[src/rtl/spi_arb_pkg.sv]
// Shared definitions for the two-client SPI arbiter: state encoding,
// client indices, guard counter width and the toggle-handshake helper.
package spi_arb_pkg;

    localparam logic [1:0] ST_IDLE  = 2'd0;
    localparam logic [1:0] ST_OWNED = 2'd1;
    localparam logic [1:0] ST_XFER  = 2'd2;
    localparam logic [1:0] ST_GUARD = 2'd3;

    typedef enum logic [1:0] {
        S_IDLE  = ST_IDLE,
        S_OWNED = ST_OWNED,
        S_XFER  = ST_XFER,
        S_GUARD = ST_GUARD
    } arb_state_e;

    localparam logic CL_FLASH = 1'b0;
    localparam logic CL_MMC64 = 1'b1;

    localparam int unsigned GUARD_W = 4;

    // A toggle handshake has outstanding work while the two sides differ.
    function automatic logic pending(input logic req, input logic ack);
        return req ^ ack;
    endfunction

endpackage

[src/rtl/spi_client_arbiter.sv]
// Two-client arbiter in front of the shared SPI byte master. Ownership is
// held for a whole device-select window plus a guard period, so bytes of
// different devices never interleave on the master.
module spi_client_arbiter
    import spi_arb_pkg::*;
#(
    parameter int unsigned guard_cycles = 4,
    parameter bit          first_owner  = 1'b0
) (
    input  logic       clk,
    input  logic       reset_n,
    input  logic       c0_req,
    output logic       c0_ack,
    input  logic [7:0] c0_d,
    input  logic       c0_speed,
    input  logic       c0_cs_n,
    input  logic       c1_req,
    output logic       c1_ack,
    input  logic [7:0] c1_d,
    input  logic       c1_speed,
    input  logic       c1_cs_n,
    output logic       m_req,
    input  logic       m_ack,
    output logic [7:0] m_d,
    output logic       m_speed,
    output logic       owner,
    output logic       busy,
    output logic       collision
);

    localparam logic [GUARD_W-1:0] GUARD_LOAD = GUARD_W'(guard_cycles);

    arb_state_e         state_q, state_d;
    logic               owner_q, owner_d;
    logic               granted_q, granted_d;
    logic               m_req_q, m_req_d;
    logic [7:0]         m_d_q, m_d_d;
    logic               m_speed_q, m_speed_d;
    logic               c0_ack_q, c0_ack_d;
    logic               c1_ack_q, c1_ack_d;
    logic               busy_q, busy_d;
    logic               collision_q, collision_d;
    logic [GUARD_W-1:0] guard_cnt_q, guard_cnt_d;

    logic c0_pend_s, c1_pend_s;
    logic c0_cand_s, c1_cand_s;
    logic own_pend_s, own_cs_low_s;
    logic m_idle_s;
    logic tie_pick_s, idle_win_s, idle_win_pend_s;
    logic launch_s;

    assign c0_pend_s = pending(c0_req, c0_ack_q);
    assign c1_pend_s = pending(c1_req, c1_ack_q);
    assign c0_cand_s = c0_pend_s | ~c0_cs_n;
    assign c1_cand_s = c1_pend_s | ~c1_cs_n;

    assign own_pend_s   = (owner_q == CL_MMC64) ? c1_pend_s : c0_pend_s;
    assign own_cs_low_s = (owner_q == CL_MMC64) ? ~c1_cs_n : ~c0_cs_n;

    // Master is free only once its ack has caught up with our request,
    // which also holds off the first launch after a mid-transfer reset.
    assign m_idle_s = (m_ack == m_req_q);

    // Until the first grant the "last owner" is the complement of first_owner.
    assign tie_pick_s      = granted_q ? ~owner_q : first_owner;
    assign idle_win_s      = (c0_cand_s & c1_cand_s) ? tie_pick_s : c1_cand_s;
    assign idle_win_pend_s = (idle_win_s == CL_MMC64) ? c1_pend_s : c0_pend_s;

    // Next-state, grant, handshake and guard-counter logic.
    always_comb begin
        state_d     = state_q;
        owner_d     = owner_q;
        granted_d   = granted_q;
        m_req_d     = m_req_q;
        m_d_d       = m_d_q;
        m_speed_d   = m_speed_q;
        c0_ack_d    = c0_ack_q;
        c1_ack_d    = c1_ack_q;
        guard_cnt_d = guard_cnt_q;
        launch_s    = 1'b0;
        collision_d = collision_q | (~c0_cs_n & ~c1_cs_n);

        case (state_q)
            S_IDLE: begin
                if (c0_cand_s | c1_cand_s) begin
                    if (idle_win_pend_s) begin
                        if (m_idle_s) begin
                            owner_d   = idle_win_s;
                            granted_d = 1'b1;
                            launch_s  = 1'b1;
                            state_d   = S_XFER;
                        end else begin
                            state_d = S_IDLE;
                        end
                    end else begin
                        owner_d   = idle_win_s;
                        granted_d = 1'b1;
                        state_d   = S_OWNED;
                    end
                end else begin
                    state_d = S_IDLE;
                end
            end
            S_OWNED: begin
                if (own_pend_s) begin
                    if (m_idle_s) begin
                        launch_s = 1'b1;
                        state_d  = S_XFER;
                    end else begin
                        state_d = S_OWNED;
                    end
                end else if (!own_cs_low_s) begin
                    guard_cnt_d = GUARD_LOAD;
                    state_d     = S_GUARD;
                end else begin
                    state_d = S_OWNED;
                end
            end
            S_XFER: begin
                if (m_idle_s) begin
                    if (owner_q == CL_FLASH) begin
                        c0_ack_d = ~c0_ack_q;
                    end else begin
                        c1_ack_d = ~c1_ack_q;
                    end
                    state_d = S_OWNED;
                end else begin
                    state_d = S_XFER;
                end
            end
            S_GUARD: begin
                if (own_pend_s | own_cs_low_s) begin
                    guard_cnt_d = {GUARD_W{1'b0}};
                    state_d     = S_OWNED;
                end else if (guard_cnt_q <= 4'd1) begin
                    guard_cnt_d = {GUARD_W{1'b0}};
                    state_d     = S_IDLE;
                end else begin
                    guard_cnt_d = guard_cnt_q - 4'd1;
                    state_d     = S_GUARD;
                end
            end
            default: begin
                guard_cnt_d = {GUARD_W{1'b0}};
                state_d     = S_IDLE;
            end
        endcase

        // Client byte and speed are captured only on the launch edge.
        if (launch_s) begin
            m_req_d   = ~m_req_q;
            m_d_d     = (owner_d == CL_MMC64) ? c1_d : c0_d;
            m_speed_d = (owner_d == CL_MMC64) ? c1_speed : c0_speed;
        end else begin
            m_req_d   = m_req_q;
        end

        busy_d = (state_d != S_IDLE);
    end

    // State and output registers with asynchronous reset.
    always_ff @(posedge clk or negedge reset_n) begin
        if (!reset_n) begin
            state_q     <= S_IDLE;
            owner_q     <= first_owner;
            granted_q   <= 1'b0;
            m_req_q     <= 1'b0;
            m_d_q       <= 8'h00;
            m_speed_q   <= 1'b0;
            c0_ack_q    <= 1'b0;
            c1_ack_q    <= 1'b0;
            busy_q      <= 1'b0;
            collision_q <= 1'b0;
            guard_cnt_q <= {GUARD_W{1'b0}};
        end else begin
            state_q     <= state_d;
            owner_q     <= owner_d;
            granted_q   <= granted_d;
            m_req_q     <= m_req_d;
            m_d_q       <= m_d_d;
            m_speed_q   <= m_speed_d;
            c0_ack_q    <= c0_ack_d;
            c1_ack_q    <= c1_ack_d;
            busy_q      <= busy_d;
            collision_q <= collision_d;
            guard_cnt_q <= guard_cnt_d;
        end
    end

    assign c0_ack    = c0_ack_q;
    assign c1_ack    = c1_ack_q;
    assign m_req     = m_req_q;
    assign m_d       = m_d_q;
    assign m_speed   = m_speed_q;
    assign owner     = owner_q;
    assign busy      = busy_q;
    assign collision = collision_q;

endmodule

[config.mk]
export PLATFORM = sky130hd
export DESIGN_NAME = spi_client_arbiter
export DESIGN_NICKNAME = d
export VERILOG_FILES = /design/src/rtl/spi_arb_pkg.sv /design/src/rtl/spi_client_arbiter.sv
export SDC_FILE = /design/constraint.sdc
export NUM_CORES = 1
export LEC_CHECK = 0
export ABC_AREA = 0
export CORE_MARGIN = 4
export CORE_UTILIZATION = 50
export CTS_CLUSTER_SIZE = 28
export DETAILED_ROUTE_END_ITERATION = 8
export GPL_TIMING_DRIVEN = 0
export PLACE_DENSITY = 0.83
export RECOVER_POWER = 100
export SLEW_MARGIN = 15
export SYNTH_ARGS = -nofsm -noshare
export SYNTH_HDL_FRONTEND = slang
export SYNTH_SLANG_ARGS = --single-unit
export TNS_END_PERCENT = 50
[constraint.sdc]
create_clock -name clk -period 5.5 [get_ports clk]
set_input_delay 0.55 -clock clk [delete_from_list [all_inputs] [get_ports clk]]
set_output_delay 0.55 -clock clk [all_outputs]
set_load 0.05 [all_outputs]
==> impl_metrics.prom <==
# TYPE chip_impl_metric gauge
chip_impl_info{name="outcome",value="completed"} 1
chip_impl_metric{name="die_w",unit="um"} 61.9
chip_impl_metric{name="y_dimension_of_the_die",unit="um"} 61.9
chip_impl_metric{name="postRouteWirelength",unit="um"} 3210
chip_impl_metric{name="clk-insertion-delay-late",unit="ns"} 0.30
chip_impl_metric{name="synth-seq-area-share",unit="%"} 37.9
chip_impl_metric{name="post_synth.cell_area_avg",unit="um2"} 10.3
chip_impl_metric{name="achievable-frequency",unit="MHz"} 307
chip_impl_metric{name="synth.ff_latch_count",unit=""} 22
chip_impl_metric{name="leakagePower",unit="uW"} 0.000769
chip_impl_metric{name="cts_hold_repair.buffers",unit=""} 0
chip_impl_info{name="critical_path.cell_chain",value="dlygate4sd3_1 > xor2_1 > nand3_2 > a311oi_1 > clkbuf_1 > o21ai_0 > a2bb2oi_2"} 1
chip_impl_metric{name="rrSetupSlack",unit="ns"} 2.62
chip_impl_metric{name="setup_slack",unit="ns"} 2.24
chip_impl_metric{name="cts_setup_buffers",unit=""} 0
chip_impl_info{name="endpoint_kind",value="flop"} 1
chip_impl_metric{name="die_outline_area",unit="um2"} 3830
chip_impl_metric{name="areaGrowthSynthToFinish",unit="%"} 28.4
chip_impl_metric{name="first_pass_grt_wire_length",unit="um"} 5400
chip_impl_metric{name="vias",unit=""} 1217
chip_impl_metric{name="relSlewSlack",unit="%"} 14.8
chip_impl_metric{name="cts_buffers",unit=""} 3
chip_impl_metric{name="buffer_ports.inserted",unit=""} 39
chip_impl_metric{name="first_global_vias",unit=""} 1249
chip_impl_info{name="synthFlopType",value="dfrtp_1"} 1
chip_impl_metric{name="cp_data_required_time",unit="ns"} 5.74
chip_impl_info{name="critPathSlowestCell",value="a311oi_1"} 1
chip_impl_metric{name="first_iter_violations",unit=""} 75
chip_impl_metric{name="grt_max_degree",unit=""} 23
chip_impl_metric{name="cts_repair_resize_count",unit=""} 0
chip_impl_metric{name="worst-endpoint-arrival",unit="ns"} 3.50
chip_impl_metric{name="coreArea",unit="um2"} 2760
chip_impl_metric{name="synthesis.instances",unit=""} 141
chip_impl_metric{name="num-nets-final",unit=""} 212
chip_impl_info{name="clock-root-buffer",value="clkbuf_4"} 1
chip_impl_metric{name="post_synth_num_cell_types",unit=""} 40
chip_impl_metric{name="dr_vias_cell",unit=""} 5.66
chip_impl_metric{name="initial_antenna_violation_count",unit=""} 0
chip_impl_metric{name="vdd_ir_drop_max",unit="mV"} 0.402
chip_impl_metric{name="post_synth_instance_area",unit="um2"} 1450
chip_impl_metric{name="worst_max_slew_pin_slew",unit="ns"} 1.27
chip_impl_metric{name="hpwlAfterDp",unit="um"} 2460
chip_impl_metric{name="drc",unit=""} 0
chip_impl_metric{name="fillerInstances",unit=""} 232
chip_impl_metric{name="fin_max_slew_vios",unit=""} 0
chip_impl_metric{name="cts_htree_levels",unit=""} 1
chip_impl_metric{name="diodes_inserted",unit=""} 0
chip_impl_metric{name="boundaryPins",unit=""} 40
chip_impl_metric{name="clock-sinks",unit=""} 22
chip_impl_metric{name="core.rowCount",unit=""} 19
chip_impl_metric{name="wl_per_cell",unit="um"} 14.9
chip_impl_metric{name="initial_cell_density_of_the_core",unit="%"} 52.6
chip_impl_info{name="min_path_type",value="flop to flop"} 1
chip_impl_metric{name="synthesis.nets",unit=""} 168
chip_impl_metric{name="max_cap_viol_count",unit=""} 0
chip_impl_metric{name="yosys_warnings",unit=""} 0
chip_impl_metric{name="ant_nets",unit=""} 0
chip_impl_metric{name="drt-pass1-iter-count",unit=""} 5
chip_impl_metric{name="layout-drive-gt1-share",unit="%"} 17.4
chip_impl_info{name="start_kind",value="input pin"} 1
chip_impl_metric{name="setup_viol",unit=""} 0
chip_impl_metric{name="finalWeightedCongestion",unit=""} 0.839
chip_impl_info{name="rsz0062_at_grt",value="no"} 1
chip_impl_metric{name="setup_tns",unit="ns"} 0
chip_impl_metric{name="synth_edf_count",unit=""} 0
chip_impl_metric{name="place_ws",unit="ns"} 2.78
chip_impl_info{name="mostFrequentLayoutCell",value="dfrtp_1"} 1
chip_impl_metric{name="timing_hold_violations_final",unit=""} 0
chip_impl_metric{name="clkTransAtPathRegs",unit="ns"} 0.13
chip_impl_metric{name="worst_r2r_path_depth",unit=""} 6
chip_impl_metric{name="timing.critical_path.fanout_max",unit=""} 10
chip_impl_info{name="cts_tree",value="built"} 1
chip_impl_metric{name="critical-path-max-stage-delay",unit="ns"} 1.04
chip_impl_metric{name="worstHoldPathCells",unit=""} 1
chip_impl_metric{name="global_route.usage.total",unit="%"} 19.0
chip_impl_metric{name="power_density",unit="nW/um2"} 663
chip_impl_info{name="criticalPathCategory",value="input pin to flop"} 1
chip_impl_metric{name="min_period",unit="ns"} 3.26
chip_impl_metric{name="cts-root-to-sink-buffers",unit=""} 2
chip_impl_metric{name="grt_overflow_total",unit=""} 0
chip_impl_metric{name="async_reset_ff_share",unit="%"} 100
chip_impl_info{name="mostFrequentLayoutCells",value="dfrtp_1, clkdlybuf4s50_1, dlygate4sd3_1, o21ai_0, inv_1"} 1
chip_impl_metric{name="clock_skew",unit="ns"} 0.00462
chip_impl_metric{name="final.period_utilization",unit="%"} 59.3
-- final cells by class --
type	count	area [um2]	share of cell area (%)
Clock buffer	4	36.3	1.95
Tap cell	31	38.8	2.08
Timing Repair Buffer	39	390	20.9
Sequential cell	22	551	29.5
Multi-Input combinational cell	95	741	39.7
Buffer	9	51.3	2.75
Inverter	15	56.3	3.02
-- state kept, by name, summed over array words and instances (netlist names) --
name,count
m_d,8
m_req,1
c1_ack,1
granted_q,1
owner,1
c0_ack,1
guard_cnt_q,4
state_q,2
collision,1
m_speed,1
busy,1
-- cells by family after synthesis --
| logic type | after synthesis | share of synthesized area, % |
|---|---|---|
| AND/OR/NAND/NOR | 35 | 13.5 |
| AO/OA/AOI/OAI | 46 | 29.0 |
| flip-flops | 22 | 37.9 |
| XOR/XNOR | 9 | 7.76 |
| multiplexers | 3 | 2.07 |
| buffers and inverters | 24 | 8.02 |
| adder cells (fa/ha/maj) | 2 | 1.72 |
-- power breakdown --
group	total (uW)	leakage (uW)	internal, uW	switching, uW
logic	843	0.000495	350	494
registers	302	0.000253	239	63.8
clock network	89.4	0.0000210	40.4	49.1
total	1240	0.000769	629	607
-- final timing paths --
path	startpoint	to
setup / recovery	c0_req	m_d[4]
hold / removal	collision	collision
setup reg to reg	c0_ack	m_d[4]
hold reg to reg	collision	collision
max in group asynchronous	reset_n	m_d[0]
min in group asynchronous	reset_n	guard_cnt_q[3]
-- synth_stat cells, types with 3 or more instances --
cell	n	share of area [%]
nor2_1	5	1.3
inv_1	15	3.9
buf_6	3	2.3
dfrtp_1	22	38
a2bb2oi_2	9	9.3
o21ai_1	9	3.1
mux2i_1	3	2.1
or2_2	3	1.3
nor3_1	4	1.4
xnor2_1	5	3.0
nand2_1	9	2.3
o21ai_0	8	2.8
o32a_2	9	7.0
clkbuf_1	3	0.78
-- metrics by stage --
step | total power [uW] | hold slack (ns) | instances | cell area (um2) | util, %
2_1_floorplan | 981 | 0.254 | 141 | 1450 | -
3_3_place_gp | 1190 | 0.457 | 211 | 1880 | 68.2
3_5_place_dp | 1210 | 0.461 | 211 | 1880 | 68.2
4_1_cts | 1300 | 0.495 | 215 | 1920 | 69.5
5_1_grt | 1330 | 0.526 | 215 | 1860 | 67.6
6_report | 1240 | 0.486 | 215 | 1860 | 67.6
-- critical path, delay by kind of cell --
| family | cells | cell delay, ns |
|---|---|---|
| AO/OA/AOI/OAI | 3 | 1.37 |
| buffers and inverters | 2 | 0.92 |
| XOR/XNOR | 1 | 0.54 |
| AND/OR/NAND/NOR | 1 | 0.13 |
-- layer usage --
metal	part of all wire, %	vias up	global-route usage, %
met2	50	39	33.6
met3	6.0	6	4.55
met1	42	582	21.6
met5	0	-	0
met4	1.7	0	8.79
li1	-	590	-
Note: power is estimated with default switching activity, not from simulation.
